File: src/rtl/regfile_arbiter_if.sv
// Bus bundle for regfile_arbiter: port A (I2C slave registers)
// and port B (req/ack fabric master) signals with master/slave views.
interface regfile_arbiter_if;
  logic [7:0] a_addr;
  logic [7:0] a_wdata;
  logic       a_wr;
  logic       a_rd;
  logic [7:0] a_rdata;
  logic       b_req;
  logic       b_wr;
  logic [7:0] b_addr;
  logic [7:0] b_wdata;
  logic       b_ack;
  logic       b_err;
  logic [7:0] b_rdata;

  modport master (
    output a_addr, a_wdata, a_wr, a_rd,
    output b_req, b_wr, b_addr, b_wdata,
    input  a_rdata, b_ack, b_err, b_rdata
  );

  modport slave (
    input  a_addr, a_wdata, a_wr, a_rd,
    input  b_req, b_wr, b_addr, b_wdata,
    output a_rdata, b_ack, b_err, b_rdata
  );
endinterface

File: src/rtl/regfile_arbiter.sv
// Register bank shared by port A (fixed priority, comb read) and port B
// (req/ack FSM that yields to A writes). Ports: clk, rst_n, bus (slave),
// reg_q (flat dump, reg n at [8n+7:8n]). Optional macro: ARB_STATS_EN.
module regfile_arbiter #(
  parameter int         NUM_REGS  = 16,
  parameter logic [7:0] ID_VALUE  = 8'hA5,
  parameter int         MAX_STALL = 4
) (
  input  logic                  clk,
  input  logic                  rst_n,
  regfile_arbiter_if.slave      bus,
  output logic [NUM_REGS*8-1:0] reg_q
);

  localparam int AW = (NUM_REGS > 1) ? $clog2(NUM_REGS) : 1;
  localparam int SW = $clog2(MAX_STALL + 1);
  localparam logic [SW-1:0] STALL_LIM = SW'(MAX_STALL);
  localparam logic [8:0] NREG9 = 9'(NUM_REGS);

  typedef enum logic [1:0] {
    B_IDLE,
    B_PEND,
    B_ACK
  } b_state_e;

  b_state_e state;
  b_state_e state_nxt;

  logic          l_wr;
  logic [7:0]    l_addr;
  logic [7:0]    l_wdata;
  logic [7:0]    l_rd;
  logic [SW-1:0] stall_q;
  logic [SW-1:0] stall_inc;
  logic [7:0]    mem [NUM_REGS];
  logic [6:0]    conf_q;
  logic [7:0]    status;
  logic          conflict;
  logic          b_commit;
  logic          b_read;
  logic          b_err_q;
  logic [7:0]    b_rdata_q;
  logic          wr_en;
  logic [7:0]    wr_addr;
  logic [7:0]    wr_data;
  logic          a_ok;
  logic          l_ok;

  function automatic logic in_range(input logic [7:0] a);
    return {1'b0, a} < NREG9;
  endfunction

  function automatic logic is_rw(input logic [7:0] a);
    return in_range(a) && (a >= 8'd2);
  endfunction

  assign a_ok      = in_range(bus.a_addr);
  assign l_ok      = in_range(l_addr);
  assign stall_inc = stall_q + SW'(1);
  assign status    = {conf_q, state != B_IDLE};

  // Zero-latency read: the I2C slave loads tx data in the
  // same cycle it presents the address.
  always_comb begin
    bus.a_rdata = 8'h00;
    unique case (1'b1)
      a_ok && bus.a_addr == 8'd0: bus.a_rdata = ID_VALUE;
      a_ok && bus.a_addr == 8'd1: bus.a_rdata = status;
      a_ok && bus.a_addr > 8'd1:
        bus.a_rdata = mem[bus.a_addr[AW-1:0]];
      default: ;
    endcase
  end

  always_comb begin
    l_rd = 8'h00;
    unique case (1'b1)
      l_ok && l_addr == 8'd0: l_rd = ID_VALUE;
      l_ok && l_addr == 8'd1: l_rd = status;
      l_ok && l_addr > 8'd1:  l_rd = mem[l_addr[AW-1:0]];
      default: ;
    endcase
  end

  always_ff @(posedge clk or negedge rst_n) begin
    if (!rst_n) state <= B_IDLE;
    else        state <= state_nxt;
  end

  always_comb begin
    state_nxt = state;
    unique case (state)
      B_IDLE: if (bus.b_req) state_nxt = B_PEND;
      B_PEND: begin
        if (!bus.a_wr)                   state_nxt = B_ACK;
        else if (stall_inc == STALL_LIM) state_nxt = B_ACK;
      end
      B_ACK:   state_nxt = B_IDLE;
      default: state_nxt = B_IDLE;
    endcase
  end

  always_comb begin
    bus.b_ack = (state == B_ACK);
    conflict  = (state == B_PEND) && bus.a_wr;
    b_commit  = (state == B_PEND) && !bus.a_wr
                && l_wr && is_rw(l_addr);
    b_read    = (state == B_PEND) && !bus.a_wr && !l_wr;
  end

  assign bus.b_err   = b_err_q;
  assign bus.b_rdata = b_rdata_q;

  always_ff @(posedge clk or negedge rst_n) begin
    if (!rst_n) begin
      l_wr      <= 1'b0;
      l_addr    <= 8'h00;
      l_wdata   <= 8'h00;
      stall_q   <= '0;
      b_err_q   <= 1'b0;
      b_rdata_q <= 8'h00;
    end else begin
      if (state == B_IDLE && bus.b_req) begin
        l_wr    <= bus.b_wr;
        l_addr  <= bus.b_addr;
        l_wdata <= bus.b_wdata;
        stall_q <= '0;
      end
      if (conflict && stall_q != STALL_LIM) stall_q <= stall_inc;
      if (conflict && stall_inc == STALL_LIM) b_err_q <= 1'b1;
      if (state == B_PEND && !bus.a_wr) begin
        if (l_wr) begin
          b_err_q <= !is_rw(l_addr);
        end else begin
          b_err_q <= !l_ok;
        end
      end
      if (b_read) b_rdata_q <= l_rd;
    end
  end

  // A has priority; b_commit already excludes a_wr cycles.
  always_comb begin
    wr_en   = 1'b0;
    wr_addr = 8'h00;
    wr_data = 8'h00;
    if (bus.a_wr && is_rw(bus.a_addr)) begin
      wr_en   = 1'b1;
      wr_addr = bus.a_addr;
      wr_data = bus.a_wdata;
    end else if (b_commit) begin
      wr_en   = 1'b1;
      wr_addr = l_addr;
      wr_data = l_wdata;
    end
  end

  always_ff @(posedge clk or negedge rst_n) begin
    if (!rst_n) begin
      for (int i = 0; i < NUM_REGS; i++) mem[i] <= 8'h00;
    end else begin
      for (int i = 2; i < NUM_REGS; i++) begin
        if (wr_en && wr_addr == 8'(i)) mem[i] <= wr_data;
      end
    end
  end

`ifdef ARB_STATS_EN
  // A status read and a conflict in the same cycle leave a count of 1.
  always_ff @(posedge clk or negedge rst_n) begin
    if (!rst_n) begin
      conf_q <= 7'd0;
    end else if (bus.a_rd && bus.a_addr == 8'd1) begin
      conf_q <= conflict ? 7'd1 : 7'd0;
    end else if (conflict) begin
      conf_q <= conf_q + 7'd1;
    end
  end
`else
  logic unused_a_rd;
  assign unused_a_rd = bus.a_rd;
  assign conf_q      = 7'd0;
`endif

  for (genvar n = 0; n < NUM_REGS; n++) begin : g_q
    if (n == 0) begin : g_id
      assign reg_q[8*n +: 8] = ID_VALUE;
    end else if (n == 1) begin : g_st
      assign reg_q[8*n +: 8] = status;
    end else begin : g_rw
      assign reg_q[8*n +: 8] = mem[n];
    end
  end

endmodule

File: src/flat_wrapper.sv
// flat-port wrapper written by rule: the top's interface ports become plain ports
module regfile_arbiter_flat 
#(
  parameter int         NUM_REGS  = 16,
  parameter logic [7:0] ID_VALUE  = 8'hA5,
  parameter int         MAX_STALL = 4
)
  (clk, rst_n, reg_q, bus_a_addr, bus_a_wdata, bus_a_wr, bus_a_rd, bus_b_req, bus_b_wr, bus_b_addr, bus_b_wdata, bus_a_rdata, bus_b_ack, bus_b_err, bus_b_rdata);
  regfile_arbiter_if bus_i ();
  input  logic clk;
  input  logic rst_n;
  output logic [NUM_REGS*8-1:0] reg_q;
  input wire logic [$bits(bus_i.a_addr)-1:0] bus_a_addr;
  input wire logic [$bits(bus_i.a_wdata)-1:0] bus_a_wdata;
  input wire logic [$bits(bus_i.a_wr)-1:0] bus_a_wr;
  input wire logic [$bits(bus_i.a_rd)-1:0] bus_a_rd;
  input wire logic [$bits(bus_i.b_req)-1:0] bus_b_req;
  input wire logic [$bits(bus_i.b_wr)-1:0] bus_b_wr;
  input wire logic [$bits(bus_i.b_addr)-1:0] bus_b_addr;
  input wire logic [$bits(bus_i.b_wdata)-1:0] bus_b_wdata;
  output wire logic [$bits(bus_i.a_rdata)-1:0] bus_a_rdata;
  output wire logic [$bits(bus_i.b_ack)-1:0] bus_b_ack;
  output wire logic [$bits(bus_i.b_err)-1:0] bus_b_err;
  output wire logic [$bits(bus_i.b_rdata)-1:0] bus_b_rdata;
  assign bus_i.a_addr = bus_a_addr;
  assign bus_i.a_wdata = bus_a_wdata;
  assign bus_i.a_wr = bus_a_wr;
  assign bus_i.a_rd = bus_a_rd;
  assign bus_i.b_req = bus_b_req;
  assign bus_i.b_wr = bus_b_wr;
  assign bus_i.b_addr = bus_b_addr;
  assign bus_i.b_wdata = bus_b_wdata;
  assign bus_a_rdata = bus_i.a_rdata;
  assign bus_b_ack = bus_i.b_ack;
  assign bus_b_err = bus_i.b_err;
  assign bus_b_rdata = bus_i.b_rdata;
  regfile_arbiter #(.NUM_REGS(NUM_REGS), .ID_VALUE(ID_VALUE), .MAX_STALL(MAX_STALL)) u_core (.clk(clk), .rst_n(rst_n), .bus(bus_i), .reg_q(reg_q));
endmodule
File: config.mk
export PLATFORM = sky130hd
export DESIGN_NAME = regfile_arbiter_flat
export DESIGN_NICKNAME = d
export VERILOG_FILES = /design/src/rtl/regfile_arbiter_if.sv /design/src/rtl/regfile_arbiter.sv /design/src/flat_wrapper.sv
export SDC_FILE = /design/constraint.sdc
export NUM_CORES = 1
export LEC_CHECK = 0
export CAP_MARGIN = 40
export CORE_ASPECT_RATIO = 0.6
export CORE_MARGIN = 2
export CORE_UTILIZATION = 55
export DETAILED_ROUTE_END_ITERATION = 8
export PLACE_DENSITY = 0.84
export SETUP_SLACK_MARGIN = 0.05
export SLEW_MARGIN = 30
export SYNTH_ARGS = -nofsm -noshare
export SYNTH_HDL_FRONTEND = slang
export SYNTH_SLANG_ARGS = --single-unit
File: constraint.sdc
create_clock -name clk -period 6.3 [get_ports clk]
set_input_delay 0.63 -clock clk [delete_from_list [all_inputs] [get_ports clk]]
set_output_delay 0.63 -clock clk [all_outputs]
set_load 0.1 [all_outputs]
==> Word-level counts from Yosys, hierarchy flattened <==
Cells that the tools add are included.
W data, S select, Z words.
{ "totals": {"input_bits": 38, "output_inout_bits": 146, "reg_bits": 143, "wordCells": 119} }
{ "op_classes": {"bitwise_logic": 2, "magnitude_cmp": 8, "add_sub_neg": 1, "eq_ne": 22, "reduce_logical": 42, "n_mux": 23} }
{ "op_table": {"columns": ["cell", "n"], "rows": [
  ["$bmux W8 S4", 2],
  ["$eq A8 B4 Y1 const B", 8],
  ["$mux W8", 8],
  ["$pmux W8 S3", 2],
  ["$eq A8 B3 Y1 const B", 4],
  ["$logic_and A1 B1 Y1", 31],
  ["$eq A8 B1 Y1 const B", 2],
  ["$eq A8 B2 Y1 const B", 2],
  ["$ge A8 B2 Y1 const B", 2],
  ["$gt A8 B1 Y1 const B", 2],
  ["$logic_not A8 Y1", 2],
  ["$lt A8 B5 Y1 const B", 2],
  ["$ge A5 B5 Y1 const B", 2],
  ["$not A4 Y5", 2],
  ["$mux W2", 3],
  ["$mux W3", 2],
  ["$reduce_bool A2 Y1", 3],
  ["$mux W1", 5],
  ["$logic_not A1 Y1", 4],
  ["$pmux W2 S2", 1],
  ["$add A3 B1 Y3 const B", 1],
  ["$eq A3 B3 Y1 const B", 1],
  ["$ne A3 B2 Y1 const B", 1],
  ["$ne A3 B3 Y1 const B", 1],
  ["5 further kinds", 5]
]} }

==> Logic depth before layout (Yosys ltp) <==
Gate-level depths: netlist of run 1.
{ "logic_depth": {"word_depth": 8, "mapped_depth": 8} }

==> Worst setup path after synthesis of run 1 <==
No wires, ideal clock.
{ "synth_timing": {"path_kind": "input to output", "start": "in bus_a_addr[0]", "end": "out bus_a_rdata[0]", "path_buffers": 2, "arrival_time_ns": 3.966, "required_ns": 5.670, "stages": 6, "path_slack_ns": 1.704, "path_cell_list": "buf_2 clkbuf_1 mux2i_1 a221oi_1 a211oi_1 a211oi_1"} }
{ "synth_via": {"elab_chain_len": 5, "word_cells_on_any_way": 12, "classes_between": "order compare (2); eq/ne (1); mux (4); bitwise (1); reduce/logical (4)"} }
{ "synth_lines": {"columns": ["item", "line", "text"], "rows": [
  ["start: declaration", "flat_wrapper.sv:13", "input wire logic [$bits(bus_i.a_addr)-1:0] bus_a_addr;"],
  ["$not A4 Y5 (implied by the code)", "regfile_arbiter.sv:70", "bus.a_rdata = mem[bus.a_addr[AW-1:0]];"],
  ["$bmux W8 S4", "regfile_arbiter.sv:70", null],
  ["$mux W8 (implied by the code) (2 in a row)", "regfile_arbiter.sv:70", null],
  ["$pmux W8 S3 (*)", "regfile_arbiter.sv:66", "unique case (1'b1)"],
  ["end: declaration", "flat_wrapper.sv:21", "output wire logic [$bits(bus_i.a_rdata)-1:0] bus_a_rdata;"]
]} }
Every way passes the cells marked *; elsewhere a longest branch is shown, timed or not. The select of a mux whose other input is x is not followed.

==> Worst setup path after layout of run 1 <==
{ "layout_timing": {"start": "in bus_a_addr[1]", "end": "out bus_a_rdata[4]"} }
The elaborated chain is that of the path after synthesis.

==> results.sh, run 1 <==
export IMPL_htree_levels=4
export IMPL_first_pass_iters=8
export IMPL_endpoint_kind="output pin"
export IMPL_placed_area_um2=11700
export IMPL_multi_input_area_um2=4060
export IMPL_grt_use_total_pct=40.2
export IMPL_stdcell_area_um2=12300
export IMPL_postLayoutCoreUtil_pct=88.9
export IMPL_antenna_found_initial=1
export IMPL_crit_type="in2out"
export IMPL_die_area_um2=15400
export IMPL_port_buffers=167
export IMPL_cts_setup_buffers=0
export IMPL_synth_top_area_share_pct=45.1
export IMPL_worst_slew_pin_slew_ps=977
export IMPL_power_density_nw_per_um2=246
export IMPL_die_h_um=97.0
export IMPL_synthesis_area_um2=7930
export IMPL_drtAntennaViolNets=0
export IMPL_clkPwrFrac_pct=33.0
export IMPL_pre_cts_slack_ps=2100
export IMPL_worstPathRequired_ps=5670
export IMPL_setup_ws_ps=1990
export IMPL_avgViaCountPerCell=6.71
export IMPL_reg2reg_depth=5
export IMPL_synthArstFlopShare_pct=100
export IMPL_vdd_drop_max_v=0.000244
export IMPL_ctsResizeCount=0
export IMPL_nets=984
export IMPL_diodes=0
export IMPL_clock_latency_ps=420
export IMPL_die_w_um=159
export IMPL_ys_seq_area_share_pct=45.1
export IMPL_worstHoldPathType="in2async"
export IMPL_avgSynthCellArea_um2=12.1
export IMPL_yosys_area_top_type="dfrtp_1"
export IMPL_r2r_start="u_core.l_addr[2]$_DFFE_PN0P_"
export IMPL_hold_viol=0
export IMPL_met2_wirelength_um=13600
export IMPL_syn_to_final_growth_pct=55.4
export IMPL_synthTopCellsByArea="dfrtp_1 45%, mux2_2 12%, mux4_2 12%"
export IMPL_synth_ff_type="dfrtp_1"
export IMPL_start_kind="input port"
export IMPL_io_pins=184
export IMPL_finalSetupTns_ps=0
export IMPL_cts_tree="done"
export IMPL_final_common_cell="clkdlybuf4s50_1"
export IMPL_fin_crit_ps=4310
export IMPL_internal_power_uw=1900
export IMPL_grt_overflow=0
export IMPL_dp_hpwl_um=21800
export IMPL_placed_cells=1111
export IMPL_vias=7704
export IMPL_drive_gt1_share_pct=34.6
export IMPL_numCtsBuffers=17
export IMPL_status="complete, no violations"
export IMPL_swShare_pct=37.3
export IMPL_p_sw_uw=1130
export IMPL_ys_types=56
export IMPL_synth_warnings=16
export IMPL_relSlewSlack_pct=34.9
export IMPL_finClkSkew_ps=11.2
export IMPL_synth_edf_count=0
export IMPL_seq_area_um2=3580
export IMPL_max_cap_viol_count=0
export IMPL_gp_congestion=0.949
export IMPL_synth_seq_cells=143
export IMPL_wire_per_inst_um=26.9
export IMPL_num_rows=33
export IMPL_final_cells=1148
export IMPL_nFillCells=593
export IMPL_grt_setup_unrepaired="no"
export IMPL_seq_power_share_pct=36.9
export IMPL_final_max_slew_viol_count=0
export IMPL_cp_max_fo=18
export IMPL_floorplan_initialDensity_pct=57.2
export IMPL_drcViolationCount=0
export IMPL_cts_root_buffer="clkbuf_16"
export IMPL_routed_wl_um=30900
export IMPL_pwr_share_comb_pct=30.1
export IMPL_fin_crit_sh_pct=68.5
export IMPL_top_layer="met5"
export IMPL_mostFrequentLayoutCells="165 x clkdlybuf4s50_1, 143 x dfrtp_1, 125 x buf_8"
export IMPL_met1_length_um=10700
export IMPL_worstPathArrival_ps=3680
export IMPL_p_leak_uw=0.00536
export IMPL_grt_pass1_vias=7779
export IMPL_worstReg2RegEnd="u_core.reg_q[44]$_DFFE_PN0P_"
export IMPL_setup_viol=0
export IMPL_wl_met3_um=5000
export IMPL_netlist_instances=655
export IMPL_ctsHoldBuffers=0
export IMPL_regToRegSetupSlack_ps=2850
export IMPL_cts_buffer_depth=2
export IMPL_clkSinkCount=143
export IMPL_drtIter0Drc=1183
export IMPL_grt_max_degree=81
export IMPL_grt_pass1_wl_um=46700
export IMPL_path_clk_slew_ps=60
export IMPL_max_freq_mhz=232
export IMPL_core_area_um2=13900
cell usage after synthesis, types with 3 or more instances:
master,number
and2_1,10
nor3_1,6
buf_4,19
nand2b_1,3
a221oi_4,3
a22oi_1,10
inv_1,7
a211oi_1,8
o21a_1,3
o31ai_1,5
o22ai_1,11
o21ai_0,13
nor3b_1,3
ha_1,3
mux2_2,87
dfrtp_1,143
mux4_2,42
a221oi_1,5
a31oi_1,3
nand3_1,5
buf_1,5
nor2_1,60
a21oi_1,55
nand2_1,22
buf_2,19
nor2_2,5
mux2i_1,26
nand4b_1,6
nand4_1,6
clkbuf_1,14
a22o_1,6
nor2b_1,10
worst max-delay path by stage:
stage,startpoint,to,slack [ps],cells after the start
2_1_floorplan,bus_a_addr[0],bus_a_rdata[0],1700,6
3_3_place_gp,bus_a_addr[1],bus_a_rdata[2],1780,6
3_5_place_dp,bus_a_addr[1],bus_a_rdata[7],2100,7
4_1_cts,bus_a_addr[1],bus_a_rdata[7],2100,7
5_1_grt,bus_a_addr[1],bus_a_rdata[4],1970,7
6_report,bus_a_addr[1],bus_a_rdata[4],1990,7
registers in the layout (all words and copies together), names as in the netlist:
| signal | cells |
|---|---|
| u_core.l_wdata | 8 |
| u_core.state | 2 |
| u_core.bus.b_rdata | 8 |
| u_core.l_wr | 1 |
| u_core.bus.b_err | 1 |
| u_core.reg_q | 112 |
| u_core.l_addr | 8 |
| u_core.stall_q | 3 |
critical path, cell delays in order:
cell             delay, ps
clkdlybuf4s50_1       1030
buf_4                  380
nor2b_1                320
a221oi_1               120
a211oi_1               400
clkdlybuf4s50_1        590
buf_8                  200
cells by family (layout without fill, tap and decap cells):
family | Yosys count | in the layout | share of synthesized area [%]
flip-flops | 143 | 143 | 45.1
adder cells (fa/ha/maj) | 3 | 3 | 0.473
multiplexers | 155 | 155 | 27.6
AO/OA/AOI/OAI | 131 | 131 | 11.7
buffers and inverters | 65 | 353 | 4.29
AND/OR/NAND/NOR | 155 | 155 | 10.6
other | 2 | 15 | 0.0947
XOR/XNOR | 1 | 1 | 0.110
per-stage QoR:
step           hold slack, ps  power [uW]
6_report                  243        3040
5_1_grt                   295        3100
4_1_cts                   274        2990
3_5_place_dp              466        2000
3_3_place_gp              483        1860
2_1_floorplan             334        1670
layout make-up:
cell class | count | share of cell area (%)
well taps | 192 | 1.95
flip-flops and latches | 143 | 29.0
clock inverters | 13 | 1.10
repair buffers | 314 | 31.2
clock buffers | 19 | 3.59
multi-input cells | 460 | 32.9
inverters | 7 | 0.213
power groups by stage:
stage	clock (uW)	combinational, uW	sequential [uW]
after global routing	1040	940	1120
after global placement	0	748	1120
after detailed placement	0	880	1120
after floorplan	0	416	1250
after CTS	996	888	1110
final	1000	914	1120
per-layer routing:
| metal | GRT usage (%) | vias up |
|---|---|---|
| met5 | 0 | - |
| met4 | 17.5 | 2 |
| met3 | 16.7 | 197 |
| met2 | 60.6 | 826 |
| met1 | 51.3 | 3658 |
| li1 | - | 3021 |
(Power assumes the default switching activity.)
==> run 2: changes to the inputs <==
--- a/config.mk
+++ b/config.mk
@@ -8,9 +8,9 @@
 export CAP_MARGIN = 40
 export CORE_ASPECT_RATIO = 0.6
 export CORE_MARGIN = 2
-export CORE_UTILIZATION = 55
+export CORE_UTILIZATION = 51
 export DETAILED_ROUTE_END_ITERATION = 8
-export PLACE_DENSITY = 0.84
+export PLACE_DENSITY = 0.78
 export SETUP_SLACK_MARGIN = 0.05
 export SLEW_MARGIN = 30
 export SYNTH_ARGS = -nofsm -noshare
==> constraint.sdc (replaced) <==
create_clock -name clk -period 4.4 [get_ports clk]
set_input_delay 0.44 -clock clk [delete_from_list [all_inputs] [get_ports clk]]
set_output_delay 0.44 -clock clk [all_outputs]
set_load 0.1 [all_outputs]
==> run 2 against run 1 <==
Effect of this change: critical path depth unchanged; clock skew decreased by 1.6 ps; final cell count increased by 0.61%; design area decreased by 0.41%; sequential power increased by 44%; first-iteration DRC count decreased by 25%; register-to-register slack got worse by 1400 ps; clock power increased by 60%; clock-buffer cell count unchanged; critical path type unchanged; largest power group unchanged.
==> results.sh, run 2 (synthesized netlist as in run 1, its figures left out) <==
export IMPL_drcViolationCount=0
export IMPL_cts_buffer_depth=2
export IMPL_final_common_cell="clkdlybuf4s50_1"
export IMPL_numCtsBuffers=17
export IMPL_cts_tree="done"
export IMPL_grtUsageMet2_pct=56.7
export IMPL_worst_slew_pin_slew_ps=1040
export IMPL_grt_setup_unrepaired="no"
export IMPL_power_density_nw_per_um2=368
export IMPL_setup_viol=0
export IMPL_gp_congestion=0.930
export IMPL_clock_latency_ps=430
export IMPL_wire_per_inst_um=25.9
export IMPL_io_pins=184
export IMPL_fin_crit_sh_pct=73.4
export IMPL_num_rows=35
export IMPL_p_leak_uw=0.00535
export IMPL_r2r_start="u_core.l_addr[1]$_DFFE_PN0P_"
export IMPL_cp_slowest_cell="mux4_2"
export IMPL_relSlewSlack_pct=30.4
export IMPL_reg2reg_depth=6
export IMPL_mostFrequentLayoutCells="157 x clkdlybuf4s50_1, 142 x dfrtp_1, 124 x buf_8"
export IMPL_grt_pass1_wl_um=45400
export IMPL_cts_root_buffer="clkbuf_16"
export IMPL_start_kind="input port"
export IMPL_cpLargestDelayFamily="buffers and inverters"
export IMPL_largest_register_ffs=112
export IMPL_drtIter0Drc=886
export IMPL_worstPathArrival_ps=2790
export IMPL_path_clk_slew_ps=50
export IMPL_cp_max_fo=37
export IMPL_use_met1_pct=49.8
export IMPL_cp_num_buf_inv=3
export IMPL_met3_usage_pct=15.3
export IMPL_worst_hold_slack_ps=504
export IMPL_status="complete, no violations"
export IMPL_antenna_found_initial=0
export IMPL_whs_path_depth=1
export IMPL_routed_wl_um=29900
export IMPL_final_max_slew_viol_count=0
export IMPL_placed_cells=1118
export IMPL_grt_max_degree=121
export IMPL_max_freq_mhz=310
export IMPL_hold_viol=0
export IMPL_clkSinkCount=143
export IMPL_worstPathRequired_ps=3960
export IMPL_grt_pass1_vias=7564
export IMPL_die_area_um2=16600
export IMPL_crit_chain="clkdlybuf4s50_1, buf_4, nor2b_1, o21ai_0, mux4_2, and2_1, buf_4"
export IMPL_vias=7341
export IMPL_die_h_um=101
export IMPL_hold_end="u_core.bus.b_err$_DFFE_PN0P_"
export IMPL_worstHoldPathType="reg2reg"
export IMPL_drtAntennaViolNets=0
export IMPL_core_area_um2=15300
export IMPL_placed_area_um2=11600
export IMPL_worstHoldStart="u_core.bus.b_err$_DFFE_PN0P_"
export IMPL_die_w_um=165
export IMPL_regToRegSetupSlack_ps=1470
export IMPL_finClkSkew_ps=9.59
export IMPL_avgViaCountPerCell=6.36
export IMPL_nets=980
export IMPL_slowest_delay_ps=550
export IMPL_worstReg2RegEnd="u_core.reg_q[40]$_DFFE_PN0P_"
export IMPL_syn_to_final_growth_pct=54.8
export IMPL_crit_type="in2out"
export IMPL_floorplan_initialDensity_pct=51.9
export IMPL_max_cap_viol_count=0
export IMPL_drive_gt1_share_pct=35.0
export IMPL_cts_setup_buffers=0
export IMPL_dp_hpwl_um=20700
export IMPL_htree_levels=4
export IMPL_crit_top_cell="buf_4"
export IMPL_vdd_drop_max_v=0.000373
export IMPL_final_cells=1155
export IMPL_grt_overflow=0
export IMPL_pre_cts_slack_ps=1070
export IMPL_gr_max_usage_layer="met2"
export IMPL_port_buffers=167
export IMPL_grt_use_total_pct=37.7
export IMPL_endpoint_kind="output pin"
export IMPL_fin_crit_ps=3230
export IMPL_stdcell_area_um2=12300
export IMPL_setup_ws_ps=1170
export IMPL_finalSetupTns_ps=0
export IMPL_first_pass_iters=6
## run 2: cell count changes in the layout (fill, tap and decap cells not counted), moves of 2 or more
| cell | change |
|---|---|
| clkdlybuf4s50_1 | -8 |
| clkinv_4 | +2 |
| bufinv_16 | +3 |
| buf_16 | -4 |
| buf_4 | +11 |
| buf_2 | -2 |
| clkinv_2 | -5 |
## run 2: report_power, final
part,switching [uW],internal [uW]
Combinational,838,472
Clock,589,1010
Sequential,192,1420
## run 2: worst max-delay path by stage
stage / startpoint / to / slack [ps] / depth (start not counted)
finish: bus_a_addr[1] / bus_a_rdata[5] / 1170 / 7
global route: bus_a_addr[1] / bus_a_rdata[5] / 1140 / 6
CTS: bus_a_addr[0] / bus_a_rdata[3] / 1080 / 6
detailed placement: bus_a_wr / u_core.reg_q[84]$_DFFE_PN0P_ / 1070 / 6
global placement: bus_a_wr / u_core.reg_q[77]$_DFFE_PN0P_ / 1100 / 7
floorplan: bus_a_addr[0] / bus_a_rdata[0] / 180 / 6
## run 2: metal layers
metal	part of all wire, %	up-vias
met1	38	3624
met4	3.0	0
met2	45	603
met3	13	102
met5	0	-
li1	-	3012
## run 2: through the flow
step	total power, uW	utilization [%]
after CTS	4460	79.8
after detailed placement	2880	75.6
after global routing	4650	80.3
after floorplan	2390	-
after global placement	2700	63.4
final	4520	80.3
## run 2: timing repair
item | in CTS | in global routing
hold endpoints to repair | 0 | 44
resized for setup | 0 | 0
hold buffers | 0 | 1
## run 2: final cells by class
type                            instances  area [um^2]
Timing Repair Buffer                  310         3710
Sequential cell                       143         3580
Tap cell                              203          254
Inverter                                7         26.3
Fill cell                             816         3010
Antenna cell                            1         2.50
Multi-Input combinational cell        460         4060
Clock buffer                           19          433
Clock inverter                         12          209
